## src/rtl/mc_seq_if.sv

```systemverilog
// Bundle of control, handshake and status signals between the multi-cycle
// sequencer (slave) and the core datapath/decoder/memory side (master).
interface mc_seq_if;
  logic        run;
  logic [6:0]  opcode;
  logic        regfile_dec;
  logic        memwrite_dec;
  logic        mem_ready;
  logic        mem_req;
  logic        mem_we;
  logic        mem_addr_sel;
  logic        ir_en;
  logic        mdr_en;
  logic        rf_we;
  logic        pc_en;
  logic [2:0]  state;
  logic        busy;
  logic        trap;
  logic [1:0]  trap_cause;
  logic [31:0] instret;

  modport slave (
    input  run, opcode, regfile_dec, memwrite_dec, mem_ready,
    output mem_req, mem_we, mem_addr_sel, ir_en, mdr_en, rf_we, pc_en,
           state, busy, trap, trap_cause, instret
  );

  modport master (
    output run, opcode, regfile_dec, memwrite_dec, mem_ready,
    input  mem_req, mem_we, mem_addr_sel, ir_en, mdr_en, rf_we, pc_en,
           state, busy, trap, trap_cause, instret
  );
endinterface

```

## src/rtl/mc_sequencer.sv

```systemverilog
// Multi-cycle RV32I sequencer: FETCH/DECODE/EXEC/MEM/WB with a shared memory port.
// Optional memory-handshake timeout trap enabled by defining MC_SEQ_TIMEOUT_EN.
module mc_sequencer #(
  parameter int TIMEOUT = 255
) (
  input logic     clk,
  input logic     rst_n,
  mc_seq_if.slave bus
);

  typedef enum logic [2:0] {
    S_IDLE   = 3'd0,
    S_FETCH  = 3'd1,
    S_DECODE = 3'd2,
    S_EXEC   = 3'd3,
    S_MEM    = 3'd4,
    S_WB     = 3'd5,
    S_TRAP   = 3'd6
  } state_e;

  localparam logic [6:0] OP_LOAD  = 7'b0000011;
  localparam logic [6:0] OP_STORE = 7'b0100011;

  localparam logic [1:0] CAUSE_ILLEGAL = 2'b01;
  localparam logic [1:0] CAUSE_TIMEOUT = 2'b10;

  function automatic logic is_legal(input logic [6:0] op);
    case (op)
      7'b0110011, 7'b0010011, 7'b0100011, 7'b0000011, 7'b0110111,
      7'b0010111, 7'b1101111, 7'b1100011, 7'b1100111: is_legal = 1'b1;
      default:                                        is_legal = 1'b0;
    endcase
  endfunction

  state_e      state_q, state_d;
  logic        trap_q, trap_d;
  logic [1:0]  cause_q, cause_d;
  logic [31:0] instret_q, instret_d;
  logic        timeout_hit;

`ifdef MC_SEQ_TIMEOUT_EN
  localparam int WAIT_W = (TIMEOUT > 255) ? $clog2(TIMEOUT + 1) : 8;

  logic [WAIT_W-1:0] wait_cnt_q, wait_cnt_d;

  // Counter is zero whenever outside FETCH/MEM, so every entry starts clean.
  always_comb begin
    wait_cnt_d  = '0;
    timeout_hit = 1'b0;
    if ((state_q == S_FETCH || state_q == S_MEM) && !bus.mem_ready) begin
      wait_cnt_d  = wait_cnt_q + 1'b1;
      timeout_hit = (32'(wait_cnt_d) == 32'(TIMEOUT));
    end
  end

  always_ff @(posedge clk) begin
    if (!rst_n) wait_cnt_q <= '0;
    else        wait_cnt_q <= wait_cnt_d;
  end
`else
  logic unused_timeout;
  assign unused_timeout = ^TIMEOUT;
  assign timeout_hit    = 1'b0;
`endif

  // NOTE: every output and next-state variable gets a default before the case,
  // so no path through this block can leave one unassigned and infer a latch.
  always_comb begin
    state_d          = state_q;
    trap_d           = trap_q;
    cause_d          = cause_q;
    instret_d        = instret_q;
    bus.mem_req      = 1'b0;
    bus.mem_we       = 1'b0;
    bus.mem_addr_sel = 1'b0;
    bus.ir_en        = 1'b0;
    bus.mdr_en       = 1'b0;
    bus.rf_we        = 1'b0;
    bus.pc_en        = 1'b0;

    case (state_q)
      S_IDLE: if (bus.run) state_d = S_FETCH;
      S_FETCH: begin
        bus.mem_req = 1'b1;
        if (bus.mem_ready) begin
          bus.ir_en = 1'b1;
          state_d   = S_DECODE;
        end else if (timeout_hit) begin
          state_d = S_TRAP;
          trap_d  = 1'b1;
          cause_d = CAUSE_TIMEOUT;
        end
      end
      S_DECODE: begin
        if (is_legal(bus.opcode)) begin
          state_d = S_EXEC;
        end else begin
          state_d = S_TRAP;
          trap_d  = 1'b1;
          cause_d = CAUSE_ILLEGAL;
        end
      end
      S_EXEC: begin
        if (bus.opcode == OP_LOAD || bus.opcode == OP_STORE) state_d = S_MEM;
        else                                                 state_d = S_WB;
      end
      S_MEM: begin
        bus.mem_req      = 1'b1;
        bus.mem_addr_sel = 1'b1;
        bus.mem_we       = bus.memwrite_dec;
        if (bus.mem_ready) begin
          bus.mdr_en = (bus.opcode == OP_LOAD);
          state_d    = S_WB;
        end else if (timeout_hit) begin
          state_d = S_TRAP;
          trap_d  = 1'b1;
          cause_d = CAUSE_TIMEOUT;
        end
      end
      S_WB: begin
        bus.rf_we = bus.regfile_dec;
        bus.pc_en = 1'b1;
        instret_d = instret_q + 32'd1;
        state_d   = bus.run ? S_FETCH : S_IDLE;
      end
      S_TRAP:  state_d = S_TRAP;
      default: state_d = S_IDLE;
    endcase
  end

  // NOTE: state registers use non-blocking assignments so every flop samples
  // the pre-edge value of its neighbours regardless of statement order.
  always_ff @(posedge clk) begin
    if (!rst_n) begin
      state_q   <= S_IDLE;
      trap_q    <= 1'b0;
      cause_q   <= 2'b00;
      instret_q <= '0;
    end else begin
      state_q   <= state_d;
      trap_q    <= trap_d;
      cause_q   <= cause_d;
      instret_q <= instret_d;
    end
  end

  assign bus.state      = state_q;
  assign bus.busy       = (state_q != S_IDLE) && (state_q != S_TRAP);
  assign bus.trap       = trap_q;
  assign bus.trap_cause = cause_q;
  assign bus.instret    = instret_q;

endmodule

```

## src/flat_wrapper.sv

```systemverilog
// flat-port wrapper written by rule: the top's interface ports become plain ports
module mc_sequencer_flat 
#(
  parameter int TIMEOUT = 255
)
  (clk, rst_n, bus_run, bus_opcode, bus_regfile_dec, bus_memwrite_dec, bus_mem_ready, bus_mem_req, bus_mem_we, bus_mem_addr_sel, bus_ir_en, bus_mdr_en, bus_rf_we, bus_pc_en, bus_state, bus_busy, bus_trap, bus_trap_cause, bus_instret);
  mc_seq_if bus_i ();
  input logic clk;
  input logic rst_n;
  input wire logic [$bits(bus_i.run)-1:0] bus_run;
  input wire logic [$bits(bus_i.opcode)-1:0] bus_opcode;
  input wire logic [$bits(bus_i.regfile_dec)-1:0] bus_regfile_dec;
  input wire logic [$bits(bus_i.memwrite_dec)-1:0] bus_memwrite_dec;
  input wire logic [$bits(bus_i.mem_ready)-1:0] bus_mem_ready;
  output wire logic [$bits(bus_i.mem_req)-1:0] bus_mem_req;
  output wire logic [$bits(bus_i.mem_we)-1:0] bus_mem_we;
  output wire logic [$bits(bus_i.mem_addr_sel)-1:0] bus_mem_addr_sel;
  output wire logic [$bits(bus_i.ir_en)-1:0] bus_ir_en;
  output wire logic [$bits(bus_i.mdr_en)-1:0] bus_mdr_en;
  output wire logic [$bits(bus_i.rf_we)-1:0] bus_rf_we;
  output wire logic [$bits(bus_i.pc_en)-1:0] bus_pc_en;
  output wire logic [$bits(bus_i.state)-1:0] bus_state;
  output wire logic [$bits(bus_i.busy)-1:0] bus_busy;
  output wire logic [$bits(bus_i.trap)-1:0] bus_trap;
  output wire logic [$bits(bus_i.trap_cause)-1:0] bus_trap_cause;
  output wire logic [$bits(bus_i.instret)-1:0] bus_instret;
  assign bus_i.run = bus_run;
  assign bus_i.opcode = bus_opcode;
  assign bus_i.regfile_dec = bus_regfile_dec;
  assign bus_i.memwrite_dec = bus_memwrite_dec;
  assign bus_i.mem_ready = bus_mem_ready;
  assign bus_mem_req = bus_i.mem_req;
  assign bus_mem_we = bus_i.mem_we;
  assign bus_mem_addr_sel = bus_i.mem_addr_sel;
  assign bus_ir_en = bus_i.ir_en;
  assign bus_mdr_en = bus_i.mdr_en;
  assign bus_rf_we = bus_i.rf_we;
  assign bus_pc_en = bus_i.pc_en;
  assign bus_state = bus_i.state;
  assign bus_busy = bus_i.busy;
  assign bus_trap = bus_i.trap;
  assign bus_trap_cause = bus_i.trap_cause;
  assign bus_instret = bus_i.instret;
  mc_sequencer #(.TIMEOUT(TIMEOUT)) u_core (.clk(clk), .rst_n(rst_n), .bus(bus_i));
endmodule
```

## config.mk

```make
export PLATFORM = sky130hd
export DESIGN_NAME = mc_sequencer_flat
export DESIGN_NICKNAME = d
export VERILOG_FILES = /design/src/rtl/mc_seq_if.sv /design/src/rtl/mc_sequencer.sv /design/src/flat_wrapper.sv
export SDC_FILE = /design/constraint.sdc
export NUM_CORES = 1
export LEC_CHECK = 0
export CORE_MARGIN = 2
export CORE_UTILIZATION = 42
export CTS_CLUSTER_SIZE = 10
export DETAILED_ROUTE_END_ITERATION = 16
export HOLD_SLACK_MARGIN = 0.06
export PLACE_DENSITY_LB_ADDON = 0.05
export SLEW_MARGIN = 15
export SYNTH_ARGS = -nofsm -noshare
export SYNTH_HDL_FRONTEND = slang
export SYNTH_SLANG_ARGS = --single-unit
export TNS_END_PERCENT = 1
```

## constraint.sdc

```tcl
create_clock -name clk -period 1.75 [get_ports clk]
set_input_delay 0.35 -clock clk [delete_from_list [all_inputs] [get_ports clk]]
set_output_delay 0.35 -clock clk [all_outputs]
set_load 0.02 [all_outputs]
```

==> flow_summary.yaml, run 1 <==
outcome:
  status: "finished, violations left"
  violations: "setup timing"
cts:
  cts_root_buf: "clkbuf_8"
  worstSkewPairLatency_ps: 290
  cts_max_level: 2
  ctsHoldBuffers: 0
  cts_buffer_depth: 2
  cts_tree: "built"
  cts_buffers: 5
  path_clk_slew_ps: 70
  clock_sinks: 36
routing:
  vias: 2107
  drtAntennaViolNets: 0
  drt_iter0_markers: 119
  wirelength_um: 5230
  firstDrtPassIters: 4
  wire_per_inst_um: 13.6
  vias_per_cell: 5.49
  drc_errors: 0
placed_design:
  port-buffer-count: 57
  postPlaceCellArea_um2: 2850
  place_hpwl_um: 3740
  routabilityCongestion: 0.805
hold_path:
  holdCritPathClass: "flip-flop to flip-flop"
yosys:
  synth_ff_type: "dfxtp_1"
  yosysSeqAreaShare_pct: 37.6
  synth_edf_count: 0
  syn_area_per_cell_um2: 8.36
  ys_ff_latch: 36
  mappedNetlistNets: 243
  yosys_warnings: 0
  synthArstFlopShare_pct: 0
  synthCells: 229
  ys_types: 45
  syn_area_um2: 1910
sta:
  rsz0062_at_grt: "yes"
  period_needed_ps: 1770
  worst_slack_ps: -20.0
  hold_viol_final: 0
  period_share_pct: 101
  finalMaxSlewViolations: 0
  finalSetupViolCount: 1
  finalSetupTns_ps: -20.0
  clock_skew_ps: 10.6
  clock.fmax_mhz: 565
power_and_ir_drop:
  p_per_area_nw_per_um2: 583
  ir_drop_v: 0.000442
  leakagePower_nw: 1.28
  total_power_mw: 1.79
worst_setup_path:
  crit_path_start_kind: "flip-flop"
  worst_setup_path_end_kind: "flip-flop"
  crit_required_ps: 1970
  critPathArrivalTime_ps: 1990
  worstPathMaxFanout: 7
  crit_type: "flip-flop to flip-flop"
die:
  die_x_um: 71.5
  die_area_um2: 5110
  design.core.area_um2: 4380
  floorplan.initialDensity_pct: 43.7
  rows: 24
  io-pin-count: 59
  die_y_um: 71.5
global_routing:
  antenna_found_initial: 0
  grt_pass1_vias: 1904
  grt_start_max_net_pins: 27
  grt.total_usage_pct: 20.3
  grt_pass1_wl_um: 8520
  grt_overflow: 0
layout:
  finalInstanceArea_um2: 3070
  utilization_pct: 69.9
  diodes: 0
  fillers: 360
  synthToLayoutAreaGrowth_pct: 60.1
  drive_above_1_share_pct: 29.5
  final_nets: 346
  layout_common_cells: "buf_4, clkdlybuf4s50_1, dfxtp_1"
  final_common_cell: "buf_4"
run:
  cap_violations: 0
report_power, final:
group          switching [mW]  total [mW]  internal, mW  leakage, nW
registers              0.0203       0.853         0.832        0.294
clock network           0.289       0.640         0.351       0.0503
logic                   0.143       0.293         0.150        0.933
state kept, by name, summed over array words and instances (netlist names):
signal / flops
u_core.bus.trap: 1
u_core.bus.state: 3
u_core.bus.instret: 32
kinds of logic after synthesis:
group           after synthesis  synth area share (%)
simple gates                113                  34.3
compound gates               43                  14.2
flops                        36                  37.6
buf+inv                      18                  4.64
xor+xnor                      9                  4.12
mux                           8                  4.18
fa+ha+maj                     1                 0.653
other cells                   1                 0.196
area by class of cell:
cell class / count / area, um^2 / share of cell area, %
tap: 52 / 65.1 / 2.12
clock buffer: 7 / 96.3 / 3.14
inverter: 4 / 15.0 / 0.490
timing repair buffer: 110 / 958 / 31.3
sequential: 36 / 734 / 24.0
multi-input combinational: 175 / 1200 / 39.0
worst max-delay path, stage by stage, from the launching register on:
cell and delay, ps:
dfxtp_4 400, and3b_2 250, buf_4 130, nand4_1 210, or4_1 580, a21oi_1 140
per-stage QoR:
step / worst slack [ps] / instances / hold slack, ps
after floorplan: -194 / 229 / 540
after global placement: -705 / 373 / 453
after detailed placement: -722 / 373 / 470
after CTS: -78.4 / 380 / 475
after global routing: -57.2 / 384 / 505
final: -20.0 / 384 / 470
metal layers:
metal	wire length [um]	track usage [%]	share of wire, %	vias to the layer above
met5	0	0	0	-
met4	49	4.61	0.94	0
met3	251	3.66	4.8	8
met2	2530	34.3	48	55
met1	2400	27.1	46	988
li1	-	-	-	1056
path summary, 6_finish.rpt:
| path | end | start | cells past startpoint | slack, ps |
|---|---|---|---|---|
| worst max-delay path | u_core.bus.instret[17]$_SDFFE_PN0P_ | u_core.bus.state[0]$_SDFFE_PN0P_ | 5 | -20 |
| worst max register to register | u_core.bus.instret[17]$_SDFFE_PN0P_ | u_core.bus.state[0]$_SDFFE_PN0P_ | 5 | -20 |
| worst min register to register | u_core.bus.instret[31]$_SDFFE_PN0P_ | u_core.bus.instret[31]$_SDFFE_PN0P_ | 2 | 470 |
| worst min-delay path | u_core.bus.instret[31]$_SDFFE_PN0P_ | u_core.bus.instret[31]$_SDFFE_PN0P_ | 2 | 470 |
cells in the mapped netlist, types with 2 or more instances:
library cell	count	area, um^2
nor3_1	3	15.0
o41ai_1	2	17.5
dfxtp_1	36	721
nand2b_1	11	68.8
inv_1	3	11.3
a21oi_1	15	75.1
o311ai_0	2	17.5
buf_4	3	22.5
nor4_1	7	43.8
nand3b_1	2	15.0
or4_1	9	67.6
and4_1	5	43.8
o21a_1	2	15.0
xnor2_1	5	43.8
nand2_1	21	78.8
nand4_1	10	62.6
nand3_1	10	50.1
nor2_1	14	52.6
clkbuf_1	7	26.3
o21ai_0	9	45.0
and2_1	3	18.8
nor3b_1	3	22.5
xor2_1	4	35.0
o31ai_1	7	52.6
or3_1	8	50.1
mux2i_1	8	80.1
buf_2	2	10.0
timing repair:
item / in CTS / in global routing
setup endpoints to repair: 29 / 32
gates resized for setup: 40 / 40
pin swaps: 3 / 6
setup buffers: 0 / 4
No activity file was read; power rests on OpenSTA's default activity.
==> run 2, diff against run 1 <==
--- a/config.mk
+++ b/config.mk
@@ -5,6 +5,7 @@
 export SDC_FILE = /design/constraint.sdc
 export NUM_CORES = 1
 export LEC_CHECK = 0
+export CAP_MARGIN = 20
 export CORE_MARGIN = 2
 export CORE_UTILIZATION = 42
 export CTS_CLUSTER_SIZE = 10
==> constraint.sdc (replaced) <==
create_clock -name clk -period 1.75 [get_ports clk]
set_input_delay 0.4375 -clock clk [delete_from_list [all_inputs] [get_ports clk]]
set_output_delay 0.4375 -clock clk [all_outputs]
set_load 0.02 [all_outputs]
==> run 2 against run 1 <==
  * The run still ends with setup timing left
  * Global-route usage shrank 0.15 points
  * Clock power shrank 14%
  * Critical endpoint is now bus_mdr_en
  * Combinational power increased by 3%
  * Critical path type is now input pin to primary output
  * Utilization fell by 2.2 points
  * First-iteration DRC count fell by 20%
  * Wire length down 4.7%
  * Critical path depth decreased by 1
==> flow_summary.yaml, run 2 (same netlist as run 1, synthesis figures left out) <==
worst_setup_path:
  crit_type: "input pin to primary output"
  worst_setup_path_end_kind: "primary output"
  crit_required_ps: 1310
  critPathArrivalTime_ps: 1410
  crit_path_start_kind: "input pin"
  crit_top_cell: "buf_6"
  crit_path_max_incr_delay_ps: 540
  critical-path-top-delay-family: "simple AND/OR/NAND/NOR gates"
  crit_slowest_cell: "or4_4"
  cp.buffers_inverters: 2
  cp_cell_sequence: "buf_6 > or4_4 > nor3_4 > buf_6"
  worstPathMaxFanout: 2
die:
  floorplan.initialDensity_pct: 43.7
  io-pin-count: 59
  die_x_um: 71.5
  die_y_um: 71.5
  rows: 24
  die_area_um2: 5110
  design.core.area_um2: 4380
cts:
  cts_tree: "built"
  worstSkewPairLatency_ps: 280
  cts_buffer_depth: 2
  ctsHoldBuffers: 0
  cts_root_buf: "clkbuf_8"
  clock_sinks: 36
  path_clk_slew_ps: 70
  cts_max_level: 2
  cts_buffers: 5
  post-cts-setup-buffers: 0
layout:
  synthToLayoutAreaGrowth_pct: 55.1
  fillers: 401
  final_nets: 339
  finalInstanceArea_um2: 2970
  largest_reg_flops: 32
  drive_above_1_share_pct: 26.2
  utilization_pct: 67.7
  instances_no_fill: 377
  final_common_cell: "buf_4"
  diodes: 0
  layout_common_cells: "buf_4, dfxtp_1, dlygate4sd2_1"
outcome:
  status: "finished, violations left"
  violations: "setup timing"
placed_design:
  place_hpwl_um: 3720
  post-place-ws_ps: -922
  port-buffer-count: 57
  postPlaceCellArea_um2: 2870
  routabilityCongestion: 0.803
  dp_cells: 370
routing:
  vias_per_cell: 5.45
  vias: 2055
  wire_per_inst_um: 13.2
  firstDrtPassIters: 4
  drc_errors: 0
  wirelength_um: 4980
  drtAntennaViolNets: 0
  drt_iter0_markers: 95
global_routing:
  grt_overflow: 0
  grt.total_usage_pct: 20.1
  grt_pass1_vias: 1890
  antenna_found_initial: 0
  grt_pass1_wl_um: 8300
  grt_start_max_net_pins: 19
sta:
  clock_skew_ps: 4.66
  worst_slack_ps: -95.0
  clock.fmax_mhz: 542
  finalMaxSlewViolations: 0
  hold_viol_final: 0
  rsz0062_at_grt: "yes"
  finalSetupTns_ps: -95.0
  period_share_pct: 105
  period_needed_ps: 1850
  fin_hold_ws_ps: 483
  finalSetupViolCount: 1
power_and_ir_drop:
  leakagePower_nw: 1.31
  ir_drop_v: 0.000453
  p_per_area_nw_per_um2: 569
  total_power_mw: 1.69
run:
  cap_violations: 0
hold_path:
  holdCritPathClass: "flip-flop to flip-flop"
[run 2: repair_timing]
action,in CTS,in global routing
resized for setup,70,33
endpoints found under the hold margin,0,0
setup endpoints to repair,40,28
pin swaps,3,3
[run 2: layout make-up]
class | count | area, um^2 | area share (%)
Multi-Input combinational cell | 175 | 1200 | 40.5
Clock inverter | 1 | 5.00 | 0.169
Timing Repair Buffer | 103 | 883 | 29.8
Sequential cell | 36 | 726 | 24.4
Clock buffer | 6 | 72.6 | 2.44
Tap cell | 52 | 65.1 | 2.19
Inverter | 4 | 15.0 | 0.506
[run 2: layer usage]
metal | GRT usage (%) | wire [um]
met1 | 26.8 | 2280
met2 | 33.2 | 2420
met3 | 3.52 | 230
met4 | 6.50 | 48
met5 | 0 | 0
[run 2: worst min-delay path, stage by stage, from the launching register on]
cell     delay, ps
dfxtp_1        320
nand2_1         60
mux2i_1         60
[run 2: power by group]
group | leakage, nW | total (mW) | internal [mW] | switching (mW)
registers | 0.292 | 0.838 | 0.830 | 0.00795
logic | 0.978 | 0.302 | 0.149 | 0.153
clock network | 0.0410 | 0.548 | 0.270 | 0.277
total | 1.31 | 1.69 | 1.25 | 0.438
[run 2: final timing paths]
kind                                        from                             endpoint  slack [ps]  cells after the start
min          u_core.bus.instret[31]$_SDFFE_PN0P_  u_core.bus.instret[31]$_SDFFE_PN0P_         480                      2
max                                bus_opcode[2]                           bus_mdr_en        -100                      4
min reg2reg  u_core.bus.instret[31]$_SDFFE_PN0P_  u_core.bus.instret[31]$_SDFFE_PN0P_         480                      2
max reg2reg     u_core.bus.state[2]$_SDFFE_PN0P_  u_core.bus.instret[24]$_SDFFE_PN0P_          50                      5
